### src/rtl/seg7_pkg.sv
// Shared definitions for the 7-segment character arbiter.
//   - ASCII range constants for the displayable character set
//   - Pacer state encoding
//   - is_displayable(): true for '0'-'9', 'A'-'Z', 'a'-'z', '-' and '.'
package seg7_pkg;

    localparam logic [7:0] ASC_0    = 8'h30;
    localparam logic [7:0] ASC_9    = 8'h39;
    localparam logic [7:0] ASC_A    = 8'h41;
    localparam logic [7:0] ASC_Z    = 8'h5A;
    localparam logic [7:0] ASC_a    = 8'h61;
    localparam logic [7:0] ASC_z    = 8'h7A;
    localparam logic [7:0] ASC_DASH = 8'h2D;
    localparam logic [7:0] ASC_DOT  = 8'h2E;

    typedef enum logic [1:0] {
        ST_IDLE  = 2'd0,
        ST_PULSE = 2'd1,
        ST_GAP   = 2'd2
    } pacer_state_t;

    function automatic logic is_displayable(input logic [7:0] c);
        logic ok;
        ok = 1'b0;
        if ((c >= ASC_0) && (c <= ASC_9)) begin
            ok = 1'b1;
        end else if ((c >= ASC_A) && (c <= ASC_Z)) begin
            ok = 1'b1;
        end else if ((c >= ASC_a) && (c <= ASC_z)) begin
            ok = 1'b1;
        end else if ((c == ASC_DASH) || (c == ASC_DOT)) begin
            ok = 1'b1;
        end else begin
            ok = 1'b0;
        end
        return ok;
    endfunction

endpackage

### src/rtl/seg7_char_fifo.sv
// Synchronous 8-bit character FIFO.
//   clk, rst_n : clock, asynchronous active-low reset
//   wr_en, din : push din when not full and not flushing
//   rd_en      : pop the head when not empty and not flushing
//   flush      : synchronous empty (wins over push and pop)
//   dout       : current head entry (valid when !empty)
//   full, empty, count : occupancy status
// A full FIFO refuses writes even when a pop happens in the same cycle.
module seg7_char_fifo
    import seg7_pkg::*;
#(
    parameter int DEPTH = 8
) (
    input  logic                     clk,
    input  logic                     rst_n,
    input  logic                     wr_en,
    input  logic                     rd_en,
    input  logic                     flush,
    input  logic [7:0]               din,
    output logic [7:0]               dout,
    output logic                     full,
    output logic                     empty,
    output logic [$clog2(DEPTH):0]   count
);

    localparam int AW = $clog2(DEPTH);

    logic [7:0]    mem_r [DEPTH];
    logic [AW-1:0] wr_ptr_r;
    logic [AW-1:0] rd_ptr_r;
    logic [AW:0]   count_r;
    logic          do_wr_s;
    logic          do_rd_s;

    assign full    = (count_r == (AW+1)'(DEPTH));
    assign empty   = (count_r == (AW+1)'(0));
    assign count   = count_r;
    assign dout    = mem_r[rd_ptr_r];
    assign do_wr_s = wr_en & ~full & ~flush;
    assign do_rd_s = rd_en & ~empty & ~flush;

    // Storage array; pointers alone define which entries are live.
    always_ff @(posedge clk) begin
        if (do_wr_s) begin
            mem_r[wr_ptr_r] <= din;
        end
    end

    // Pointer and occupancy bookkeeping; pointers wrap naturally (power-of-2 depth).
    always_ff @(posedge clk or negedge rst_n) begin
        if (!rst_n) begin
            wr_ptr_r <= '0;
            rd_ptr_r <= '0;
            count_r  <= '0;
        end else if (flush) begin
            wr_ptr_r <= '0;
            rd_ptr_r <= '0;
            count_r  <= '0;
        end else begin
            if (do_wr_s) begin
                wr_ptr_r <= wr_ptr_r + AW'(1);
            end
            if (do_rd_s) begin
                rd_ptr_r <= rd_ptr_r + AW'(1);
            end
            case ({do_wr_s, do_rd_s})
                2'b10:   count_r <= count_r + (AW+1)'(1);
                2'b01:   count_r <= count_r - (AW+1)'(1);
                default: count_r <= count_r;
            endcase
        end
    end

endmodule

### src/rtl/seg7_char_arbiter.sv
// Round-robin character arbiter and display pacer for the 8-digit 7-segment display.
//   clk, rst_n  : 1 MHz clock, asynchronous active-low reset
//   req_valid   : per-requester character valid
//   req_char    : per-requester ASCII char, requester i on bits [8i+7:8i]
//   req_ready   : per-requester accept (transfer on valid & ready)
//   clear_req   : level; flushes the queue and clears the display
//   char_out    : character presented to the display
//   char_valid  : character strobe, high PULSE_CYCLES, then low at least GAP_CYCLES+1
//   clear_out   : one-cycle clear pulse on each new clear_req assertion
//   busy        : queue non-empty or pacer not idle
//   fifo_count  : queue occupancy
// Optional build macro SEG7_ARB_FILTER_EN: non-displayable characters are still
// handshaked but not queued.
module seg7_char_arbiter
    import seg7_pkg::*;
#(
    parameter int NUM_REQ      = 2,
    parameter int FIFO_DEPTH   = 8,
    parameter int PULSE_CYCLES = 2,
    parameter int GAP_CYCLES   = 2
) (
    input  logic                          clk,
    input  logic                          rst_n,
    input  logic [NUM_REQ-1:0]            req_valid,
    input  logic [8*NUM_REQ-1:0]          req_char,
    output logic [NUM_REQ-1:0]            req_ready,
    input  logic                          clear_req,
    output logic [7:0]                    char_out,
    output logic                          char_valid,
    output logic                          clear_out,
    output logic                          busy,
    output logic [$clog2(FIFO_DEPTH):0]   fifo_count
);

    localparam int PTR_W   = (NUM_REQ > 1) ? $clog2(NUM_REQ) : 1;
    localparam int CNT_W   = $clog2(FIFO_DEPTH) + 1;
    localparam int TMR_MAX = (PULSE_CYCLES > GAP_CYCLES) ? PULSE_CYCLES : GAP_CYCLES;
    localparam int TMR_W   = (TMR_MAX > 1) ? $clog2(TMR_MAX) : 1;
    localparam logic [TMR_W-1:0] PULSE_LAST = TMR_W'(PULSE_CYCLES - 1);
    localparam logic [TMR_W-1:0] GAP_LAST   = TMR_W'(GAP_CYCLES - 1);
    localparam logic [PTR_W-1:0] LAST_REQ   = PTR_W'(NUM_REQ - 1);

    pacer_state_t      state_r, state_next_s;
    logic [TMR_W-1:0]  tmr_r, tmr_next_s;
    logic [PTR_W-1:0]  rr_ptr_r;
    logic [7:0]        char_out_r, char_out_next_s;
    logic              char_valid_r, char_valid_next_s;
    logic              clear_out_r;
    logic              clear_d_r;
    logic              busy_r;

    logic [NUM_REQ-1:0] grant_s;
    logic [PTR_W-1:0]   grant_idx_s;
    logic               grant_found_s;
    int                 scan_idx_s;
    logic               accept_s;
    logic [7:0]         sel_char_s;
    logic               wr_en_s;
    logic               pop_s;
    logic               fifo_full_s;
    logic               fifo_empty_s;
    logic [7:0]         fifo_dout_s;
    logic [CNT_W-1:0]   fifo_count_s;
    logic [CNT_W-1:0]   fifo_count_next_s;
    logic               busy_next_s;

    // Round-robin search starting at rr_ptr_r, wrapping past the last requester.
    always_comb begin
        grant_s       = '0;
        grant_idx_s   = '0;
        grant_found_s = 1'b0;
        scan_idx_s    = 0;
        for (int k = 0; k < NUM_REQ; k++) begin
            scan_idx_s = int'(rr_ptr_r) + k;
            if (scan_idx_s >= NUM_REQ) begin
                scan_idx_s = scan_idx_s - NUM_REQ;
            end else begin
                scan_idx_s = scan_idx_s;
            end
            if (!grant_found_s && req_valid[scan_idx_s]) begin
                grant_found_s         = 1'b1;
                grant_idx_s           = PTR_W'(scan_idx_s);
                grant_s[scan_idx_s]   = 1'b1;
            end else begin
                grant_found_s = grant_found_s;
            end
        end
    end

    // Clear blocks every accept, so a same-cycle push is refused.
    assign accept_s   = grant_found_s & ~fifo_full_s & ~clear_req;
    assign req_ready  = grant_s & {NUM_REQ{~fifo_full_s & ~clear_req}};
    assign sel_char_s = req_char[8*int'(grant_idx_s) +: 8];

`ifdef SEG7_ARB_FILTER_EN
    assign wr_en_s = accept_s & is_displayable(sel_char_s);
`else
    assign wr_en_s = accept_s;
`endif

    assign pop_s = (state_r == ST_IDLE) & ~fifo_empty_s & ~clear_req;

    seg7_char_fifo #(
        .DEPTH (FIFO_DEPTH)
    ) u_fifo (
        .clk   (clk),
        .rst_n (rst_n),
        .wr_en (wr_en_s),
        .rd_en (pop_s),
        .flush (clear_req),
        .din   (sel_char_s),
        .dout  (fifo_dout_s),
        .full  (fifo_full_s),
        .empty (fifo_empty_s),
        .count (fifo_count_s)
    );

    // Pacer next-state: clear forces a fresh gap; otherwise IDLE -> PULSE -> GAP -> IDLE.
    always_comb begin
        state_next_s      = state_r;
        tmr_next_s        = tmr_r;
        char_valid_next_s = char_valid_r;
        char_out_next_s   = char_out_r;
        if (clear_req) begin
            state_next_s      = ST_GAP;
            tmr_next_s        = '0;
            char_valid_next_s = 1'b0;
        end else begin
            case (state_r)
                ST_IDLE: begin
                    if (!fifo_empty_s) begin
                        char_out_next_s   = fifo_dout_s;
                        char_valid_next_s = 1'b1;
                        state_next_s      = ST_PULSE;
                        tmr_next_s        = '0;
                    end else begin
                        state_next_s      = ST_IDLE;
                    end
                end
                ST_PULSE: begin
                    if (tmr_r == PULSE_LAST) begin
                        char_valid_next_s = 1'b0;
                        state_next_s      = ST_GAP;
                        tmr_next_s        = '0;
                    end else begin
                        tmr_next_s        = tmr_r + TMR_W'(1);
                    end
                end
                ST_GAP: begin
                    if (tmr_r == GAP_LAST) begin
                        state_next_s      = ST_IDLE;
                        tmr_next_s        = '0;
                    end else begin
                        tmr_next_s        = tmr_r + TMR_W'(1);
                    end
                end
                default: begin
                    state_next_s      = ST_IDLE;
                    tmr_next_s        = '0;
                    char_valid_next_s = 1'b0;
                end
            endcase
        end
    end

    // busy is registered from next-cycle occupancy and state so it lines up with them.
    always_comb begin
        fifo_count_next_s = fifo_count_s;
        if (clear_req) begin
            fifo_count_next_s = '0;
        end else begin
            fifo_count_next_s = fifo_count_s + CNT_W'(wr_en_s) - CNT_W'(pop_s);
        end
        busy_next_s = (fifo_count_next_s != CNT_W'(0)) | (state_next_s != ST_IDLE);
    end

    // Pacer, arbiter pointer and clear edge-detect registers.
    always_ff @(posedge clk or negedge rst_n) begin
        if (!rst_n) begin
            state_r      <= ST_IDLE;
            tmr_r        <= '0;
            char_out_r   <= 8'h00;
            char_valid_r <= 1'b0;
            rr_ptr_r     <= '0;
            clear_d_r    <= 1'b0;
            clear_out_r  <= 1'b0;
            busy_r       <= 1'b0;
        end else begin
            state_r      <= state_next_s;
            tmr_r        <= tmr_next_s;
            char_out_r   <= char_out_next_s;
            char_valid_r <= char_valid_next_s;
            clear_d_r    <= clear_req;
            clear_out_r  <= clear_req & ~clear_d_r;
            busy_r       <= busy_next_s;
            if (accept_s) begin
                rr_ptr_r <= (grant_idx_s == LAST_REQ) ? '0 : grant_idx_s + PTR_W'(1);
            end else begin
                rr_ptr_r <= rr_ptr_r;
            end
        end
    end

    assign char_out   = char_out_r;
    assign char_valid = char_valid_r;
    assign clear_out  = clear_out_r;
    assign busy       = busy_r;
    assign fifo_count = fifo_count_s;

endmodule
### config.mk
export PLATFORM = sky130hd
export DESIGN_NAME = seg7_char_arbiter
export DESIGN_NICKNAME = d
export VERILOG_FILES = /design/src/rtl/seg7_pkg.sv /design/src/rtl/seg7_char_fifo.sv /design/src/rtl/seg7_char_arbiter.sv
export SDC_FILE = /design/constraint.sdc
export NUM_CORES = 1
export LEC_CHECK = 0
export BUFFER_PORTS_ARGS = -buffer_cell sky130_fd_sc_hd__buf_2
export CAP_MARGIN = 30
export CORE_MARGIN = 2
export CORE_UTILIZATION = 38
export DETAILED_ROUTE_END_ITERATION = 10
export PLACE_DENSITY = 0.67
export SKIP_CTS_REPAIR_TIMING = 1
export SLEW_MARGIN = 30
export SYNTH_ARGS = -nofsm -noshare
export SYNTH_HDL_FRONTEND = slang
export SYNTH_SLANG_ARGS = --single-unit
### constraint.sdc
create_clock -name clk -period 2.7 [get_ports clk]
set_clock_uncertainty 0.15 [all_clocks]
set_input_delay 0 -clock clk [delete_from_list [all_inputs] [get_ports clk]]
set_output_delay 0 -clock clk [all_outputs]
set_load 0.01 [all_outputs]
==> results of run 1 <==
cell families (layout without fill, tap and decap cells):
family	Yosys count	in the layout	synth area share
and+or+nand+nor	58	58	0.0765
xor gates and xnor gates	7	7	0.0151
AOI/OAI and AO/OA	35	35	0.0608
DFF	90	90	0.634
muxes	34	34	0.137
adders and majority gates	15	15	0.0481
buffers and inverters	25	109	0.0278
state kept, by name, indices dropped and copies added, names as in the netlist, 2 cells and up:
register / flops
u_fifo.mem_r: 64
char_out: 8
u_fifo.count: 4
u_fifo.rd_ptr_r: 3
u_fifo.wr_ptr_r: 3
state_r: 2
per-layer routing:
metal	GRT usage	share of wire
met1	0.199	0.43
met2	0.236	0.50
met3	0.0315	0.053
met4	0.0640	0.015
met5	0	0
final cells by class:
type	count	area share
timing repair buffer	79	0.109
clock buffer	10	0.0256
inverter	14	0.0110
sequential	90	0.516
clock inverter	6	0.0100
multi-input combinational	149	0.294
tap	136	0.0341
cells in the final DEF, fill, tap and decap left out, types with 9 or more instances in the layout:
master         instances
edfxtp_1              64
buf_2                 37
dfrtp_1               26
buf_4                 24
nor2_1                20
dlygate4sd3_1         18
mux4_2                16
a21oi_1               15
inv_1                  9
nand2_1                9
ha_1                   9
clkbuf_8               9
Yosys cell counts (3+ instances only):
cell type	count	area, µm²
a21oi_1	15	75.1
buf_2	3	15.0
clkbuf_1	4	15.0
dfrtp_1	26	651
edfxtp_1	64	1920
ha_1	14	175
inv_1	13	48.8
mux2_2	9	101
mux2i_1	8	80.1
mux4_2	16	360
nand2_1	11	41.3
nand3_1	5	25.0
nor2_1	20	75.1
nor3_1	6	30.0
nor3b_1	4	30.0
o21ai_0	6	30.0
xnor2_1	3	26.3
xor2_1	4	35.0
through the flow:
step / power [W] / cell area [µm²] / setup TNS (ps) / util
after floorplan: 0.00305 / 4130 / -12.1 / -
after global placement: 0.00348 / 4580 / 0 / 0.443
after detailed placement: 0.00353 / 4580 / 0 / 0.443
after CTS: 0.00439 / 4750 / -5.15 / 0.460
after global routing: 0.00471 / 4980 / -196 / 0.483
final: 0.00443 / 4980 / -6.70 / 0.483
power groups by stage:
| stage | Clock [W] | Sequential [W] | Combinational [W] |
|---|---|---|---|
| 2_1_floorplan | 0 | 0.00190 | 0.00115 |
| 3_3_place_gp | 0 | 0.00188 | 0.00161 |
| 3_5_place_dp | 0 | 0.00188 | 0.00165 |
| 4_1_cts | 0.000874 | 0.00185 | 0.00166 |
| 5_1_grt | 0.000932 | 0.00189 | 0.00189 |
| 6_report | 0.000854 | 0.00185 | 0.00172 |
how the worst max path moves through the flow:
stage | startpoint | endpoint | slack (ps) | cells past startpoint
after global placement | u_fifo.count[2] | u_fifo.count[2] | 110 | 12
after floorplan | u_fifo.count[2] | busy | -10 | 11
after global routing | u_fifo.count[2] | u_fifo.count[2] | -120 | 12
after CTS | u_fifo.count[2] | u_fifo.count[2] | -5 | 12
after detailed placement | u_fifo.count[2] | u_fifo.count[2] | 40 | 12
final | u_fifo.count[2] | u_fifo.count[2] | -7 | 12
==> results.json, run 1 <==
{
  "place_hpwl_um": 5370,
  "hold_class": "in2async",
  "dieArea_um2": 11500,
  "p_int_w": 0.00289,
  "area_delta_synth_final_pct": 22.9,
  "timing.max_cap.violations": 0,
  "r2r-start": "u_fifo.count[2]",
  "max_stage_delay_ps": 400,
  "start_util": 0.393,
  "synthArstFlopShare": 0.289,
  "synth_cell_types": 44,
  "finalHoldViolCount": 0,
  "grt_pass1_wl_um": 12600,
  "synth_nets": 300,
  "clockPowerShare": 0.193,
  "num_rows": 37,
  "p_switching_w": 0.00154,
  "whs_ps": 25.9,
  "diodes": 0,
  "drc": 0,
  "share_seq_of_total_power": 0.419,
  "cp-start-kind": "register",
  "overflow": 0,
  "clk_pin_slew_ps": 90,
  "setup_viol": 1,
  "io_buffer_count": 37,
  "yosys_warnings": 0,
  "grt.total_usage": 0.149,
  "grt_antenna_before_repair": 0,
  "cts.sinks": 90,
  "ios": 38,
  "peakVddDrop_mv": 0.307,
  "comb_power_share": 0.389,
  "status": "finished, violations left",
  "min_period_ps": 2710,
  "first_pass_iters": 4,
  "cp.buffers_inverters": 2,
  "synth_area_um2": 4060,
  "dieWidth_um": 107,
  "crit_chain": "inv_2 > ha_4 > or3b_4 > nand2_4 > inv_4 > nor3_4 > xnor2_1 > ha_2 > xor2_2 > o21ai_1 > mux2_4 > o311ai_2",
  "numCtsBuffers": 9,
  "cp.required_ps": 2830,
  "p_per_area_nw_per_um2": 888,
  "routabilityCongestion": 0.780,
  "routed_wl_um": 8090,
  "path_class": "reg2reg",
  "layout.cells.non_filler": 484,
  "yosysSeqAreaShare": 0.634,
  "worstRegToRegCells": 12,
  "multi_input_area_um2": 1460,
  "vias": 2411,
  "syn_inst": 264,
  "die_h_um": 107,
  "coreArea_um2": 10300,
  "worstPathArrival_ps": 2830,
  "dr.first_iter.drc_count": 105,
  "post-route-period-util": 1.00,
  "synth_edf_count": 64,
  "cts-root-buf": "clkbuf_8",
  "regArea_um2": 2570,
  "synth_flop_cell": "edfxtp_1",
  "avgSynthCellArea_um2": 15.4,
  "crit_fanout": 4,
  "post-place-ws_ps": 36.1,
  "ant_nets": 0,
  "crit_slowest_cell": "dfrtp_1",
  "drv_slew": 0,
  "placed_cells": 448,
  "grt_max_degree": 27,
  "cts.htree.levels": 3,
  "vias_per_cell": 4.98,
  "rsz0062_at_grt": "yes",
  "grt_pass1_vias": 2397,
  "drive_above_1_share": 0.365,
  "worst_slack_ps": -6.70,
  "worst_r2r_endpoint": "u_fifo.count[2]",
  "clock_path_buffers": 2,
  "final_nets": 379,
  "cts_tree": "built",
  "wl_per_cell_um": 16.7,
  "ys_seq_elements": 90,
  "crit_family": "simple AND/OR/NAND/NOR gates",
  "maxSlewHeadroom": 0.474,
  "tightest_slew_ps": 786,
  "clk_latency_ps": 360,
  "setup.worst_path.end_class": "register",
  "violations": "setup timing",
  "regToRegSetupSlack_ps": -7,
  "fillers": 880,
  "fmax_ghz": 0.369,
  "p_sw_frac": 0.347,
  "p_leak_nw": 1.83
}
No activity file was read; power rests on OpenSTA's default activity.
==> inputs of run 2 (changes only) <==
--- a/config.mk
+++ b/config.mk
@@ -11,8 +11,8 @@
 export CORE_UTILIZATION = 38
 export DETAILED_ROUTE_END_ITERATION = 10
 export PLACE_DENSITY = 0.67
-export SKIP_CTS_REPAIR_TIMING = 1
 export SLEW_MARGIN = 30
 export SYNTH_ARGS = -nofsm -noshare
 export SYNTH_HDL_FRONTEND = slang
+export SYNTH_HIERARCHICAL = 1
 export SYNTH_SLANG_ARGS = --single-unit
==> results.json, run 2 <==
{
  "routed_wl_um": 7800,
  "dieWidth_um": 107,
  "p_per_area_nw_per_um2": 650,
  "yosysTopAreaCellShare": 0.472,
  "dr.first_iter.drc_count": 149,
  "synth_edf_count": 64,
  "grt_max_degree": 27,
  "comb_power_share": 0.250,
  "synth_flop_cell": "edfxtp_1",
  "worst_r2r_endpoint": "u_fifo/count[3]",
  "routabilityCongestion": 0.719,
  "hold_class": "in2async",
  "ys_seq_elements": 90,
  "clk_pin_slew_ps": 90,
  "cp-start-kind": "register",
  "tns_ps": -174,
  "peakVddDrop_mv": 0.282,
  "grt.total_usage": 0.149,
  "crit_path_end": "u_fifo/count[3]",
  "setup_viol": 2,
  "drv_slew": 0,
  "p_int_w": 0.00237,
  "ios": 38,
  "io_buffer_count": 37,
  "synth_cell_types": 41,
  "num_rows": 37,
  "worst_slack_ps": -125,
  "place_hpwl_um": 5110,
  "final_cell_area_um2": 5110,
  "path_class": "reg2reg",
  "post-route-period-util": 1.05,
  "synth_area_um2": 4070,
  "final_common_cell": "edfxtp_1",
  "first_pass_iters": 4,
  "fillers": 885,
  "min_period_ps": 2820,
  "coreArea_um2": 10400,
  "final_nets": 380,
  "cts-root-buf": "clkbuf_8",
  "yosysMostFrequentCell": "edfxtp_1",
  "fin_util": 0.493,
  "setup.worst_path.end_class": "register",
  "top_register": "u_fifo/mem_r",
  "area_delta_synth_final_pct": 25.7,
  "yosysSeqAreaShare": 0.632,
  "synth.area.top_cells": "edfxtp_1 47%, dfrtp_1 16%, mux4_2 8.9%, mux2_2 6.6%, ha_1 3.7%",
  "placed_cell_area_um2": 4630,
  "layout_common_cells": "64 x edfxtp_1, 37 x buf_2, 34 x buf_4",
  "start_util": 0.392,
  "synthArstFlopShare": 0.289,
  "whs_ps": 40.1,
  "p_switching_w": 0.000949,
  "drive_above_1_share": 0.438,
  "numCtsBuffers": 9,
  "grt_pass1_wl_um": 12800,
  "r2r-start": "u_fifo/count[1]",
  "fmax_ghz": 0.354,
  "die_h_um": 107,
  "clock_path_buffers": 2,
  "cts.htree.levels": 3,
  "yosys_warnings": 6,
  "cp.required_ps": 2810,
  "synth_top_area_cell": "edfxtp_1",
  "syn_inst": 252,
  "cts.sinks": 90,
  "drc": 0,
  "cts_tree": "built",
  "wl_per_cell_um": 16.1,
  "share_seq_of_total_power": 0.505,
  "worstSetupStartpoint": "u_fifo/count[1]",
  "clk_latency_ps": 360,
  "rsz0062_at_grt": "yes",
  "worstRegToRegCells": 12,
  "clockPowerShare": 0.245,
  "crit_fanout": 3,
  "dieArea_um2": 11500,
  "violations": "setup timing",
  "p_leak_nw": 1.99,
  "overflow": 0,
  "grt_pass1_vias": 2498,
  "diodes": 0,
  "regToRegSetupSlack_ps": -120,
  "p_sw_frac": 0.286,
  "grt_antenna_before_repair": 0,
  "largest_reg_flops": 64,
  "synth_nets": 287,
  "vias_per_cell": 4.92,
  "status": "finished, violations left",
  "avgSynthCellArea_um2": 16.1,
  "vias": 2385,
  "finalHoldViolCount": 0,
  "worstPathArrival_ps": 2940,
  "ant_nets": 0,
  "tightest_slew_ps": 912,
  "finalPower_w": 0.00332,
  "timing.max_cap.violations": 0,
  "synthTopCellsByCount": "64 x edfxtp_1, 26 x dfrtp_1, 24 x mux2_2, 19 x nor2_1, 16 x mux4_2",
  "maxSlewHeadroom": 0.390
}
==> run 2: worst max-delay path, cell delays in order, from the launching register on <==
cell	delay (ps)
dfrtp_2	400
or4b_4	540
inv_2	80
nor2_2	40
o21ai_2	60
inv_2	60
a21oi_2	170
nor2b_4	210
ha_4	230
a21oi_2	130
nand2_1	80
or4b_4	480
o311ai_2	90
==> run 2: worst min path at each step <==
stage	start	endpoint	slack [ps]	cells after the start
2_1_floorplan	rst_n	busy	-450	0
3_3_place_gp	rst_n	busy	-100	1
3_5_place_dp	rst_n	busy	-90	1
4_1_cts	rst_n	char_out[7]	40	2
5_1_grt	rst_n	char_out[7]	90	2
6_report	rst_n	busy	40	2
==> run 2: layer usage <==
| metal | global-route usage | share of wire | vias to the layer above |
|---|---|---|---|
| met3 | 0.0369 | 0.037 | 7 |
| li1 | - | - | 1141 |
| met2 | 0.257 | 0.52 | 38 |
| met4 | 0.0577 | 0.016 | 0 |
| met5 | 0 | 0 | - |
| met1 | 0.180 | 0.43 | 1199 |
==> run 2: metrics by stage <==
stage,std cells,setup slack [ps]
2_1_floorplan,252,-499
3_3_place_gp,445,-109
3_5_place_dp,445,-190
4_1_cts,485,-91.4
5_1_grt,485,-215
6_report,485,-125
==> run 2: area by class of cell <==
type	instances	area (µm²)	share of cell area
inverters	12	45.0	0.00881
well taps	136	170	0.0333
multi-input cells	140	1500	0.294
flip-flops and latches	90	2570	0.504
clock inverters	5	40.0	0.00783
repair buffers	92	651	0.127
clock buffers	10	128	0.0250
==> run 2: power by group through the flow <==
stage / combinational, W / sequential (W) / clock, W
2_1_floorplan: 0.000439 / 0.00175 / 0
6_report: 0.000831 / 0.00168 / 0.000815
4_1_cts: 0.000803 / 0.00168 / 0.000846
3_5_place_dp: 0.000758 / 0.00171 / 0
3_3_place_gp: 0.000744 / 0.00170 / 0
5_1_grt: 0.000923 / 0.00169 / 0.000894
==> run 2: cell families after synthesis <==
kind of cell             Yosys count  synth area share
AND/OR/NAND/NOR                   50            0.0658
XOR/XNOR                           9            0.0194
flip-flops                        90             0.632
adder cells (fa/ha/maj)           14            0.0468
multiplexers                      44             0.165
buffers and inverters             22            0.0240
AO/OA/AOI/OAI                     23            0.0468
==> run 2: what timing repair did <==
action                     in CTS  in global routing
hold buffers                   21                  0
setup buffers                   4                  0
pin swaps                       7                  8
setup endpoints to repair       6                  6
gates resized for setup         6                  8
hold endpoints to repair       98                  0
